## config.mk

```make
export PLATFORM = sky130hd
export DESIGN_NAME = lab3_cache_line_xfer
export DESIGN_NICKNAME = d
export VERILOG_FILES = /design/src/rtl/lab3_cache_line_xfer.sv
export SDC_FILE = /design/constraint.sdc
export NUM_CORES = 1
export LEC_CHECK = 0
export BUFFER_PORTS_ARGS = -buffer_cell sky130_fd_sc_hd__buf_2
export CORE_AREA = 2 2 200 202
export DETAILED_ROUTE_END_ITERATION = 16
export DIE_AREA = 0 0 202 204
export GPL_ROUTABILITY_DRIVEN = 0
export PLACE_DENSITY = 0.54
export SYNTH_ARGS = -nofsm -noshare
export SYNTH_HDL_FRONTEND = slang
export SYNTH_SLANG_ARGS = --single-unit
```

## constraint.sdc

```tcl
create_clock -name clk -period 4.45 [get_ports clk]
set_clock_uncertainty 0.15 [all_clocks]
set_input_delay 0.6675 -clock clk [delete_from_list [all_inputs] [get_ports clk]]
set_output_delay 0.6675 -clock clk [all_outputs]
set_load 0.01 [all_outputs]
```

## src/rtl/lab3_cache_line_xfer.sv

```systemverilog
// Line transfer engine: turns one cache-line refill or writeback into WORDS_PER_LINE
// back-to-back 4B memory transactions and folds the responses into one line response.
module lab3_cache_line_xfer #(
  parameter int WORDS_PER_LINE = 4
) (
  input  logic                                clk,
  input  logic                                reset,
  input  logic                                line_req_val,
  output logic                                line_req_rdy,
  input  logic                                line_req_type,
  input  logic [31:0]                         line_req_addr,
  input  logic [32*WORDS_PER_LINE-1:0]        line_req_data,
  output logic                                line_resp_val,
  input  logic                                line_resp_rdy,
  output logic                                line_resp_type,
  output logic [32*WORDS_PER_LINE-1:0]        line_resp_data,
  output logic                                mem_req_val,
  input  logic                                mem_req_rdy,
  output logic [76:0]                         mem_req_msg,
  input  logic                                mem_resp_val,
  output logic                                mem_resp_rdy,
  input  logic [46:0]                         mem_resp_msg,
  output logic [1:0]                          debug_state,
  output logic [$clog2(WORDS_PER_LINE):0]     debug_issue_cnt,
  output logic [$clog2(WORDS_PER_LINE):0]     debug_recv_cnt
);

  // Every interface uses valid/ready: a transfer fires on the rising edge where both are
  // high, a producer holds valid and payload stable until it fires, and no ready here
  // depends combinationally on the valid of its own interface.

  localparam int IW = $clog2(WORDS_PER_LINE);
  localparam int CW = IW + 1;
  localparam logic [CW-1:0] LAST = CW'(WORDS_PER_LINE - 1);
  localparam logic [CW-1:0] FULL = CW'(WORDS_PER_LINE);
  localparam logic [31:0] ALIGN_MASK = ~32'(4*WORDS_PER_LINE - 1);

  localparam logic [1:0] IDLE = 2'd0;
  localparam logic [1:0] XFER = 2'd1;
  localparam logic [1:0] RESP = 2'd2;

  logic [1:0]                  state;
  logic [CW-1:0]               issue_cnt;
  logic [CW-1:0]               recv_cnt;
  logic                        type_q;
  logic [31:0]                 base_q;
  logic [32*WORDS_PER_LINE-1:0] line_buf;

  logic          line_req_fire;
  logic          line_resp_fire;
  logic          mem_req_fire;
  logic          mem_resp_fire;
  logic [IW-1:0] issue_idx;
  logic [IW-1:0] resp_idx;
  logic [31:0]   req_addr;
  logic [31:0]   req_data;
  logic          resp_unused;

  assign line_req_rdy   = reset && (state == IDLE);
  assign mem_req_val    = (state == XFER) && (issue_cnt < FULL);
  assign mem_resp_rdy   = (state == XFER);
  assign line_resp_val  = (state == RESP);
  assign line_resp_type = type_q;
  assign line_resp_data = line_buf;

  assign line_req_fire  = line_req_val  && line_req_rdy;
  assign line_resp_fire = line_resp_val && line_resp_rdy;
  assign mem_req_fire   = mem_req_val   && mem_req_rdy;
  assign mem_resp_fire  = mem_resp_val  && mem_resp_rdy;

  // Word slot comes from the response opaque, so out-of-order returns land correctly.
  assign issue_idx = issue_cnt[IW-1:0];
  assign resp_idx  = mem_resp_msg[36 +: IW];
  assign req_addr  = base_q + (32'(issue_idx) << 2);
  assign req_data  = type_q ? line_buf[{issue_idx, 5'd0} +: 32] : 32'h0;

  // Request layout {type[3], opaque[8], addr[32], len[2], data[32]}.
  assign mem_req_msg = {3'(type_q), 8'(issue_cnt), req_addr, 2'b00, req_data};

  // Response type, test and len fields carry nothing this block needs.
  assign resp_unused = ^{mem_resp_msg[46:36+IW], mem_resp_msg[35:32]};

  assign debug_state     = state;
  assign debug_issue_cnt = issue_cnt;
  assign debug_recv_cnt  = recv_cnt;

  always_ff @(posedge clk or negedge reset) begin
    if (!reset) begin
      state     <= IDLE;
      issue_cnt <= '0;
      recv_cnt  <= '0;
      type_q    <= 1'b0;
      base_q    <= 32'h0;
      line_buf  <= '0;
    end else begin
      case (state)
        IDLE: begin
          if (line_req_fire) begin
            type_q    <= line_req_type;
            base_q    <= line_req_addr & ALIGN_MASK;
            line_buf  <= line_req_data;
            issue_cnt <= '0;
            recv_cnt  <= '0;
            state     <= XFER;
          end
        end
        XFER: begin
          if (mem_req_fire) begin
            issue_cnt <= issue_cnt + CW'(1);
          end
          if (mem_resp_fire) begin
            recv_cnt <= recv_cnt + CW'(1);
            if (!type_q) begin
              line_buf[{resp_idx, 5'd0} +: 32] <= mem_resp_msg[31:0];
            end
            if (recv_cnt == LAST) begin
              state <= RESP;
            end
          end
        end
        RESP: begin
          if (line_resp_fire) begin
            state <= IDLE;
          end
        end
        default: state <= IDLE;
      endcase
    end
  end

endmodule

```

==> flow_summary.ini <==
[synth]
yosysUniqueCellTypes = 29
yosysMostFrequentCell = dfrtp_1
ys_warn_count = 0
synth_edf_count = 0
ys_ff_latch = 165
async_reset_ff_share_pct = 100.0
synth_top_area_cell = dfrtp_1
netlist_instances = 825
synthFlopType = dfrtp_1
yosys.area.top_type_share_pct = 42.82
netlist_top_cells_count = 165 x dfrtp_1, 125 x mux2_2, 96 x a32o_1
syn_area_per_cell_sq_um = 11.69
synth_area_sq_um = 9642
synth_area_leaders = dfrtp_1 43%, mux2_2 15%, a32o_1 10%
ys_seq_area_share_pct = 42.82

[routing]
dr.pass1.iters = 5
antenna_left = 0
drt_iter0_drc = 445
via_count = 8614
avgRoutedWirePerCell_um = 23.04
remaining_drc_errors = 0
vias_per_cell = 5.026
routed_wl_um = 39490

[clocking]
cts_hold_buf = 0
cts_buffer_depth = 2
cts_sinks = 165
clock-root-buffer = clkbuf_16
cts_made_buffers = 17
clkTransAtPathRegs_ps = 70
clock_latency_ps = 450
cts_resized = 0
h-tree-depth = 4
cts_tree = built
cts_setup_buffers = 0

[power]
power_frac_comb_pct = 46.0
pwr-share-clk_pct = 20.5
p_leak_nw = 6.210
sw_frac_of_total_pct = 40.12
ir_worst_vdd_mv = 0.3927
finalPower_mw = 8.403
pwr-share-seq_pct = 33.5
p_per_area_nw_per_um2 = 655.6
switchingPower_mw = 3.372
p_int_mw = 5.031

[timing]
post-route-min-period_ps = 3286
hold_violations = 0
max_slew_margin_pct = 33.88
post-route-period-util_pct = 73.83
timing.final.max_slew_violations = 0
fmax_mhz = 304.4
worstMarginPinSlew_ps = 991.9
rsz0062_at_grt = false
tns_ps = 0
setup_slack_ps = 1164
whs_ps = 250.5
finalSetupViolations = 0

[placement]
pre_cts_ws_ps = 1075
port_buffers = 403
place_hpwl_um = 26220

[critical_path]
worstPathRequired_ps = 3630
critPathLaunchType = flip-flop
cp_max_fo = 26
critPathArrivalTime_ps = 2470
endpoint_kind = output port
path_class = flip-flop to output port

[cells_and_area]
multi_input_area_sq_um = 5091
ff_latch_area_sq_um = 4138
area_growth_syn_to_layout_pct = 32.94
postLayoutCoreUtil_pct = 32.71
fillCellCount = 4025
nets = 1397
drive_above_1_share_pct = 53.20

[run_status]
status = finished clean

[global_route]
grt-ovfl-total = 0
grt_max_degree = 72
grt_pass1_wl_um = 57410
track_usage_pct = 18.92
antenna_found_initial = 4
grt_pass1_vias = 8743

[min_path]
min_path_type = input pin to flip-flop

[die]
die_h_um = 204
core-area_sq_um = 39180
initial_utilization_pct = 24.61
rows = 73
dieWidth_um = 202
ios = 432
die_area_sq_um = 41210

[flow_run]
cap_violations = 0
[cells by family (layout without fill, tap and decap cells)]
| logic type | count (synthesis) | after routing | synth area share (%) |
|---|---|---|---|
| AO/OA/AOI/OAI | 138 | 138 | 13.76 |
| AND/OR/NAND/NOR | 244 | 244 | 14.42 |
| multiplexers | 160 | 160 | 22.42 |
| adder cells (fa/ha/maj) | 8 | 8 | 1.038 |
| flip-flops | 165 | 165 | 42.82 |
| other | 1 | 12 | 0.03889 |
| buffers and inverters | 109 | 462 | 5.502 |
[sequential cells by signal, summed over array words and instances, names as in the netlist]
name             flops
debug_state          2
debug_issue_cnt      3
debug_recv_cnt       3
line_resp_data     128
line_resp_type       1
base_q              28
[layer usage]
metal | vias to the layer above | wire (um) | track usage (%)
met4 | 2 | 993 | 7.012
li1 | 3756 | - | -
met3 | 66 | 2367 | 4.114
met2 | 374 | 19350 | 31.53
met5 | - | 13 | 0
met1 | 4416 | 16770 | 24.06
[path summary, 6_finish.rpt]
check	start	to	slack [ps]	cells past startpoint
hold / removal	line_req_addr[23]	base_q[23]$_DFFE_PN0P_	250	3
setup reg to reg	line_resp_type$_DFFE_PN0P_	line_resp_data[26]$_DFFE_PN0P_	1420	4
hold reg to reg	base_q[23]$_DFFE_PN0P_	base_q[23]$_DFFE_PN0P_	320	2
min in group asynchronous	reset	line_resp_data[22]$_DFFE_PN0P_	300	2
max in group asynchronous	reset	debug_issue_cnt[0]$_DFFE_PN0P_	2450	3
setup / recovery	debug_issue_cnt[1]$_DFFE_PN0P_	mem_req_msg[12]	1160	4
[stage by stage]
step | std cells | instance area [sq um]
after global routing | 1714 | 12820
after CTS | 1713 | 12810
after global placement | 1681 | 12150
after floorplan | 835 | 9679
after detailed placement | 1681 | 12150
final | 1714 | 12820
[final cells by class]
| class | instances | area share [%] |
|---|---|---|
| inverter | 6 | 0.1757 |
| clock inverter | 15 | 1.855 |
| clock buffer | 17 | 3.319 |
| antenna | 1 | 0.01952 |
| multi-input combinational | 561 | 39.72 |
| tap | 525 | 5.125 |
| timing repair buffer | 424 | 17.50 |
| sequential | 165 | 32.28 |
[worst max-delay path: stages (launching register included)]
cell and delay, ps:
dfrtp_2 950, buf_4 400, mux4_2 360, and2_1 170, buf_2 130
[cell usage in the layout (no fill, tap or decap), types with 3 or more instances in the layout]
master / synthesis / routed
inv_1: 6 / 6
dfrtp_1: 165 / 160
buf_12: 0 / 5
clkbuf_16: 0 / 17
mux2_1: 3 / 3
nand3_1: 6 / 6
nand2_1: 91 / 91
ha_1: 8 / 7
inv_6: 0 / 4
conb_1: 1 / 11
o2bb2ai_1: 33 / 33
dfrtp_2: 0 / 4
mux4_2: 32 / 32
nor2b_1: 38 / 37
and2_1: 65 / 64
mux2_2: 125 / 125
a32o_1: 96 / 96
a21oi_4: 2 / 4
o21ai_0: 4 / 4
bufinv_16: 0 / 5
buf_4: 24 / 16
buf_2: 25 / 402
nand3b_1: 33 / 33
nand4bb_4: 2 / 3
[power by group through the flow]
stage	Sequential [mW]	Combinational, mW	Clock (mW)
global placement	2.84	3.87	0
finish	2.81	3.87	1.72
floorplan	2.74	2.36	0
detailed placement	2.85	3.92	0
CTS	2.83	3.92	1.79
global route	2.92	4.17	1.84
Note: power is estimated with default switching activity, not from simulation.
